### src/rtl/ttc_readout_trig_filter.sv
// TTC trigger filter: pairs each L1A with its broadcast trigger-type word and
// forwards only triggers of the selected readout type to the acquisition controller.
module ttc_readout_trig_filter #(
   parameter int TYPE_TIMEOUT = 32,
   parameter int CNT_WIDTH    = 16
) (
   input  logic                 clk,
   input  logic                 reset,
   input  logic                 ttc_l1a,
   input  logic                 ttc_bcmd_valid,
   input  logic [7:0]           ttc_bcmd,
   input  logic                 filter_en,
   input  logic [4:0]           readout_type,
   input  logic                 ttc_acq_ready,
   output logic                 ttc_trigger,
   output logic [4:0]           ttc_trig_type,
   output logic [23:0]          ttc_trig_num,
   output logic [CNT_WIDTH-1:0] filtered_cnt,
   output logic [CNT_WIDTH-1:0] dropped_cnt,
   output logic                 type_timeout_err,
   output logic                 overlap_err,
   output logic [3:0]           state
);

   localparam int TW = $clog2(TYPE_TIMEOUT + 1);

   typedef enum logic [3:0] {
      S_IDLE      = 4'b0001,
      S_WAIT_TYPE = 4'b0010,
      S_EVAL      = 4'b0100,
      S_HOLD      = 4'b1000
   } state_e;

   state_e                 state_q, state_d;
   logic [23:0]            evt_cnt_q, evt_cnt_d;
   logic [23:0]            pend_num_q, pend_num_d;
   logic [4:0]             pend_type_q, pend_type_d;
   logic [TW-1:0]          timer_q, timer_d;
   logic                   trig_q, trig_d;
   logic [4:0]             trig_type_q, trig_type_d;
   logic [23:0]            trig_num_q, trig_num_d;
   logic [CNT_WIDTH-1:0]   filt_q, filt_d, drop_q, drop_d;
   logic                   tmo_q, tmo_d, ovl_q, ovl_d;
   logic                   ecr, type_word, inc_drop, inc_filt;

   assign ecr       = ttc_bcmd_valid && (ttc_bcmd == 8'h02);
   assign type_word = ttc_bcmd_valid && (ttc_bcmd[1:0] == 2'b00) && !ecr;

   always_comb begin
      // NOTE: every signal gets a default first so no path can infer a latch.
      state_d     = state_q;
      evt_cnt_d   = evt_cnt_q;
      pend_num_d  = pend_num_q;
      pend_type_d = pend_type_q;
      timer_d     = timer_q;
      trig_d      = 1'b0;
      trig_type_d = trig_type_q;
      trig_num_d  = trig_num_q;
      tmo_d       = tmo_q;
      ovl_d       = ovl_q;
      inc_drop    = 1'b0;
      inc_filt    = 1'b0;

      // ECR wins over the increment but a coincident L1A still counts as event 1.
      if (ecr)          evt_cnt_d = {23'd0, ttc_l1a};
      else if (ttc_l1a) evt_cnt_d = evt_cnt_q + 24'd1;

      unique case (state_q)
         S_IDLE: begin
            if (ttc_l1a) begin
               pend_num_d = evt_cnt_d;
               timer_d    = '0;
               state_d    = S_WAIT_TYPE;
            end
         end
         S_WAIT_TYPE: begin
            if (ttc_l1a) begin
               ovl_d      = 1'b1;
               inc_drop   = 1'b1;
               pend_num_d = evt_cnt_d;
               timer_d    = '0;
            end else if (type_word) begin
               pend_type_d = ttc_bcmd[6:2];
               state_d     = S_EVAL;
            end else if (timer_q == TW'(TYPE_TIMEOUT - 1)) begin
               tmo_d   = 1'b1;
               state_d = S_IDLE;
            end else begin
               timer_d = timer_q + 1'b1;
            end
         end
         S_EVAL: begin
            inc_drop = ttc_l1a;
            if (!filter_en || (pend_type_q != readout_type)) begin
               inc_filt = 1'b1;
               state_d  = S_IDLE;
            end else if (ttc_acq_ready) begin
               trig_d  = 1'b1;
               state_d = S_IDLE;
            end else begin
               state_d = S_HOLD;
            end
         end
         S_HOLD: begin
            inc_drop = ttc_l1a;
            if (ttc_acq_ready) begin
               trig_d  = 1'b1;
               state_d = S_IDLE;
            end
         end
         default: state_d = S_IDLE;
      endcase

      if (trig_d) begin
         trig_type_d = pend_type_q;
         trig_num_d  = pend_num_q;
      end

      filt_d = (inc_filt && filt_q != '1) ? filt_q + 1'b1 : filt_q;
      drop_d = (inc_drop && drop_q != '1) ? drop_q + 1'b1 : drop_q;
   end

   always_ff @(posedge clk) begin
      // NOTE: state registers use non-blocking assignment so every flop samples pre-edge values.
      if (reset) begin
         state_q     <= S_IDLE;
         evt_cnt_q   <= '0;
         pend_num_q  <= '0;
         pend_type_q <= '0;
         timer_q     <= '0;
         trig_q      <= 1'b0;
         trig_type_q <= '0;
         trig_num_q  <= '0;
         filt_q      <= '0;
         drop_q      <= '0;
         tmo_q       <= 1'b0;
         ovl_q       <= 1'b0;
      end else begin
         state_q     <= state_d;
         evt_cnt_q   <= evt_cnt_d;
         pend_num_q  <= pend_num_d;
         pend_type_q <= pend_type_d;
         timer_q     <= timer_d;
         trig_q      <= trig_d;
         trig_type_q <= trig_type_d;
         trig_num_q  <= trig_num_d;
         filt_q      <= filt_d;
         drop_q      <= drop_d;
         tmo_q       <= tmo_d;
         ovl_q       <= ovl_d;
      end
   end

   assign ttc_trigger      = trig_q;
   assign ttc_trig_type    = trig_type_q;
   assign ttc_trig_num     = trig_num_q;
   assign filtered_cnt     = filt_q;
   assign dropped_cnt      = drop_q;
   assign type_timeout_err = tmo_q;
   assign overlap_err      = ovl_q;
   assign state            = state_q;

endmodule

### config.mk
export PLATFORM = sky130hd
export DESIGN_NAME = ttc_readout_trig_filter
export DESIGN_NICKNAME = d
export VERILOG_FILES = /design/src/rtl/ttc_readout_trig_filter.sv
export SDC_FILE = /design/constraint.sdc
export NUM_CORES = 1
export LEC_CHECK = 0
export CORE_MARGIN = 8
export CORE_UTILIZATION = 56
export CTS_BUF_LIST = sky130_fd_sc_hd__clkbuf_8
export DETAILED_ROUTE_END_ITERATION = 6
export HOLD_SLACK_MARGIN = 0.1
export PLACE_DENSITY = 0.82
export SLEW_MARGIN = 20
export SYNTH_ARGS = -nofsm -noshare
export SYNTH_HDL_FRONTEND = slang
export SYNTH_SLANG_ARGS = --single-unit
### constraint.sdc
create_clock -name clk -period 2.47 [get_ports clk]
set_input_delay 0.741 -clock clk [delete_from_list [all_inputs] [get_ports clk]]
set_output_delay 0.741 -clock clk [all_outputs]
set_load 0.005 [all_outputs]
# Word level (Yosys, flattened, before mapping)
# Cells that the tools add are included.
totals:
  ff_bits: 127
  in_bits: 19
  output_inout_bits: 68
op_classes:
  addsub: 4
  n_mux: 22
  reduce_logical: 18
  bitwise: 2
  eq_ne: 15
op_table:
  columns: ["cell", "count"]
  rows:
  - ["24-bit 2-to-1 mux", 2]
  - ["16-bit by 1-bit adder with 16-bit output, second input constant", 2]
  - ["16-bit != test, second input constant", 2]
  - ["4-bit 2-to-1 mux", 7]
  - ["24-bit by 1-bit adder with 24-bit output, second input constant", 1]
  - ["6-bit 2-to-1 mux", 4]
  - ["4-bit one-hot mux with 4 select lines", 1]
  - ["6-bit one-hot mux with 2 select lines", 1]
  - ["4-bit AND reduction", 3]
  - ["3-bit != test, second input constant", 3]
  - ["8-bit by 2-bit == test with 1-bit output, second input constant", 1]
  - ["6-bit by 1-bit adder with 6-bit output, second input constant", 1]
  - ["6-bit by 5-bit == test with 1-bit output, second input constant", 1]
  - ["2-bit != test, second input constant", 3]
  - ["1-bit logical AND", 5]
  - ["1-bit 2-to-1 mux", 5]
  - ["5-bit != test", 1]
  - ["4-bit by 1-bit == test with 1-bit output, second input constant", 1]
  - ["4-bit by 2-bit == test with 1-bit output, second input constant", 1]
  - ["4-bit by 3-bit == test with 1-bit output, second input constant", 1]
  - ["4-bit == test, second input constant", 1]
  - ["1-bit one-hot mux with 2 select lines", 2]
  - ["2-bit AND reduction", 2]
  - ["2-bit OR reduction", 2]
  - ["other kinds (6)", 8]

# Longest topological paths before layout
logic_depth:
  depth_word: 7
  ltp_mapped: 8
  depth_no_buf: 6

# Least setup slack after synthesis
# Ideal clock, no wire load.
synth_timing:
  path_kind: "input-to-reg"
  from: "input port readout_type[1]"
  to: "register trig_num_q[0], in the netlist ttc_trig_num[0]"
  required_time_ps: 2400
  cell_stages: 7
  t_arrival_ps: 1939
  slack_ps: 460
  cell_sequence: "xnor2_1 nand4_2 o31ai_1 buf_4 buf_4 nand3_1 a21oi_1"
synth_via:
  elab_chain_len: 4
synth_rtl:
  columns: ["element", "line", "text"]
  rows:
  - ["start: declaration", "13", "input logic [4:0] readout_type,"]
  - ["5-bit != test", "94", "if (!filter_en || (pend_type_q != readout_type)) begin"]
  - ["1-bit logical OR", "94", null]
  - ["1-bit 2-to-1 mux", "94", null]
  - ["1-bit one-hot mux with 2 select lines", "68", "unique case (state_q)"]
  - ["end signal: assignment", "146", "trig_num_q <= trig_num_d;"]
  - ["end: declaration", "41", "logic [23:0] trig_num_q, trig_num_d;"]
# Every way passes these cells.
# A chain may end at the register's enable or synchronous reset.

# Final worst setup path
layout_timing:
  from: "input port ttc_l1a"
  to: "register pend_num_q[14]"
layout_via:
  elab_chain_len: 2
layout_rtl:
  columns: ["element", "line", "text"]
  rows:
  - ["start: declaration", "9", "input logic ttc_l1a,"]
  - ["24-bit 2-to-1 mux", "66", "else if (ttc_l1a) evt_cnt_d = evt_cnt_q + 24'd1;"]
  - ["24-bit 2-to-1 mux", "65", "if (ecr) evt_cnt_d = {23'd0, ttc_l1a};"]
  - ["end signal: assignment", "141", "pend_num_q <= pend_num_d;"]
  - ["end: declaration", "36", "logic [23:0] pend_num_q, pend_num_d;"]
# Several ways; a longest one is shown, not always the timed one.

==> flow_metrics.tcl <==
set metrics [dict create \
    status "completed" \
    drive_above_1_share_pct 12.32 \
    p_comb_share_pct 6.8 \
    hold_path_startpoint "pend_num_q[2]" \
    relSlewSlack_pct 26.88 \
    synth_cell_types 55 \
    worst-slew-pin-transition_ns 1.093 \
    fmax_mhz 418.2 \
    cts_hold_buf 0 \
    p_int_w 0.002976 \
    dr_total_vias 5277 \
    end_kind "flip-flop" \
    cts.path.max_buffers 2 \
    maxSlewViolCount 0 \
    dp_hpwl_mm 10.21 \
    place.gp.congestion 0.8433 \
    place_area_mm2 0.006785 \
    port-buffer-count 86 \
    endpoint "pend_num_q[14]" \
    first_pass_iters 5 \
    route.final.wire_length_mm 14.69 \
    swShare_pct 26.56 \
    routedWlPerCell_um 16.20 \
    grt_pass1_wl_mm 24.36 \
    synthTopCellsByArea "dfxtp_1, a21oi_1, nand3_1" \
    dp.cells 875 \
    syn_inst 662 \
    crit_arrival_ns 2.73 \
    final-instance-count-excl-fill 907 \
    rows 37 \
    cts_made_buffers 17 \
    fin_setup_tns_ns 0 \
    finalCritPeriodShare_pct 96.82 \
    start_util_pct 56.46 \
    clkPwrFrac_pct 41.6 \
    grt_pass1_vias 5135 \
    p_seq_share_pct 51.6 \
    antenna_found_initial 0 \
    yosysTopAreaCellShare_pct 44.62 \
    skew_ns 0.01139 \
    drtAntennaViolNets 0 \
    drc 0 \
    clkSlewWorstSetupHoldPaths_ns 0.08 \
    cp-startpoint "ttc_l1a" \
    syn_area_mm2 0.005698 \
    crit_required_ns 2.81 \
    die_h_um 116.9 \
    r2r_slack_ns 0.35 \
    die_w_um 116.9 \
    worstSetupStartpointType "input port" \
    min_path_cells 2 \
    h-tree-depth 4 \
    cts_tree "yes" \
    worstPathMaxFanout 16 \
    reg2reg_to "pend_num_q[14]" \
    synth_edf_count 0 \
    first_iter_violations 325 \
    dieArea_mm2 0.01366 \
    p_per_area_mw_per_mm2 565.9 \
    period_needed_ns 2.391 \
    avgSynthCellArea_um2 8.607 \
    final-setup-viol-count 0 \
    ys.flop_type "dfxtp_1" \
    synthArstFlopShare_pct 0 \
    fp.coreArea_mm2 0.01009 \
    viasPerCell 5.818 \
    yosys_warnings 0 \
    holdCritPathClass "flip-flop to flip-flop" \
    maxCapViolations 0 \
    track_usage_pct 22.39 \
    critPathKind "input port to flip-flop" \
    grt_overflow 0 \
    clkLatencyLatePin_ns 0.44 \
    cts_sinks 127 \
    ctsRootBufferMaster "clkbuf_8" \
    r2r_cells 5 \
    diodes 0 \
    io_pins 87 \
    leakage_nw 2.357 \
    ir_drop_mv 0.4407 \
    synth_nets 685 \
    grt_max_degree 40 \
    final_area_mm2 0.007161 \
    fillerInstances 775 \
    rr_startpoint "state[0]" \
    hold_viol_final 0 \
    synth_commonest_cells "dfxtp_1, nor2_1, a21oi_1" \
    final_nets 781 \
    syn_to_final_growth_pct 25.67 \
    switching_power_w 0.001076 \
    ys_seq_area_share_pct 44.62 \
    synth_top_cell_by_area "dfxtp_1" \
    synth_most_common_cell "dfxtp_1" \
    synth_seq_cells 127 \
    rsz0062_at_grt "false" \
]
[how the worst min path moves through the flow]
stage / to / slack [ns]
5_1_grt: pend_num_q[4] / 0.49
4_1_cts: pend_num_q[2] / 0.46
2_1_floorplan: pend_num_q[10] / 0.42
6_report: pend_num_q[2] / 0.47
3_5_place_dp: pend_num_q[2] / 0.45
3_3_place_gp: pend_num_q[18] / 0.44
[per-layer routing]
layer  part of all wire (%)  routed length [µm]  up-vias  global-route usage (%)
met2                     48                7106      177                   37.50
met1                     42                6241     2515                   26.41
met5                      0                   0        -                       0
met4                    1.8                 267        0                   9.556
met3                    7.3                1076       26                   6.208
li1                       -                   -     2559                       -
[through the flow]
stage | util, % | worst slack (ns) | total power (W) | hold WS [ns]
global placement | 67.23 | -0.09820 | 0.002396 | 0.4363
global route | 70.95 | 0.02881 | 0.004198 | 0.4881
finish | 70.95 | 0.07862 | 0.004052 | 0.4657
floorplan | - | 0.4601 | 0.002302 | 0.4247
detailed placement | 67.23 | -0.2492 | 0.002407 | 0.4454
CTS | 70.94 | 0.0006215 | 0.004067 | 0.4636
[registers in the layout, summed over array words and instances (netlist names)]
signal            flops
dropped_cnt          16
pend_type_q           5
state                 4
overlap_err           1
type_timeout_err      1
filtered_cnt         16
evt_cnt_q            24
ttc_trig_type         5
timer_q               6
pend_num_q           24
ttc_trig_num         24
ttc_trigger           1
[critical path, stage by stage]
cell and delay (ns):
clkdlybuf4s50_1 0.49, buf_4 0.20, and3_1 0.15, nor2_1 0.82
nand2_1 0.16, o21ai_0 0.17
[cell usage in the layout (no fill, tap or decap), types with 4 or more instances in the layout]
cell type        netlist  final
nand4_1               15     15
dfxtp_1              127    123
a211oi_1               4      4
ha_1                   4      4
inv_1                 13     14
nor3_1                15     15
buf_4                  4     33
xnor2_1               25     25
clkdlybuf4s50_1        0     85
nor4_1                 4      4
o31ai_1               12     11
a21oi_1               65     65
clkbuf_8               0     17
or3b_2                 4      4
or3_1                  7      7
and3_1                 6      6
or4_1                 11     11
nand2_1               54     54
dfxtp_2                0      4
nor2_1                66     66
and4_1                 6      6
nor2b_1                4      4
xor2_1                19     19
inv_6                  0      5
o21ai_0               52     52
nand3_1               60     60
[power by group through the flow]
stage	sequential [W]	combinational [W]	clock [W]
global placement	0.00213	0.000262	0
global route	0.00209	0.000301	0.00181
finish	0.00209	0.000275	0.00169
floorplan	0.00212	0.000185	0
CTS	0.00209	0.000273	0.00171
detailed placement	0.00214	0.000271	0
[cells by family after synthesis]
family          Yosys count  synth area share (%)
flops                   127                 44.62
mux                       4                0.7466
fa+ha+maj                 4                0.8784
xor+xnor                 44                 6.763
buf+inv                  57                 5.072
compound gates          155                 16.67
simple gates            271                 25.25
[timing repair]
action                     4_1_cts  5_1_grt
setup endpoints to repair        3        1
setup buffers                    0        0
resized for setup                3        1
[final cells by class]
cell class	instances	area, µm²	share of cell area, %
clock buffer	17	234.0	3.268
clock inverter	15	136.4	1.905
timing repair buffer	121	1144	15.97
tap	136	170.2	2.376
multi-input combinational	478	2880	40.22
inverter	13	48.80	0.6815
sequential	127	2547	35.58
No activity file was read; power rests on OpenSTA's default activity.
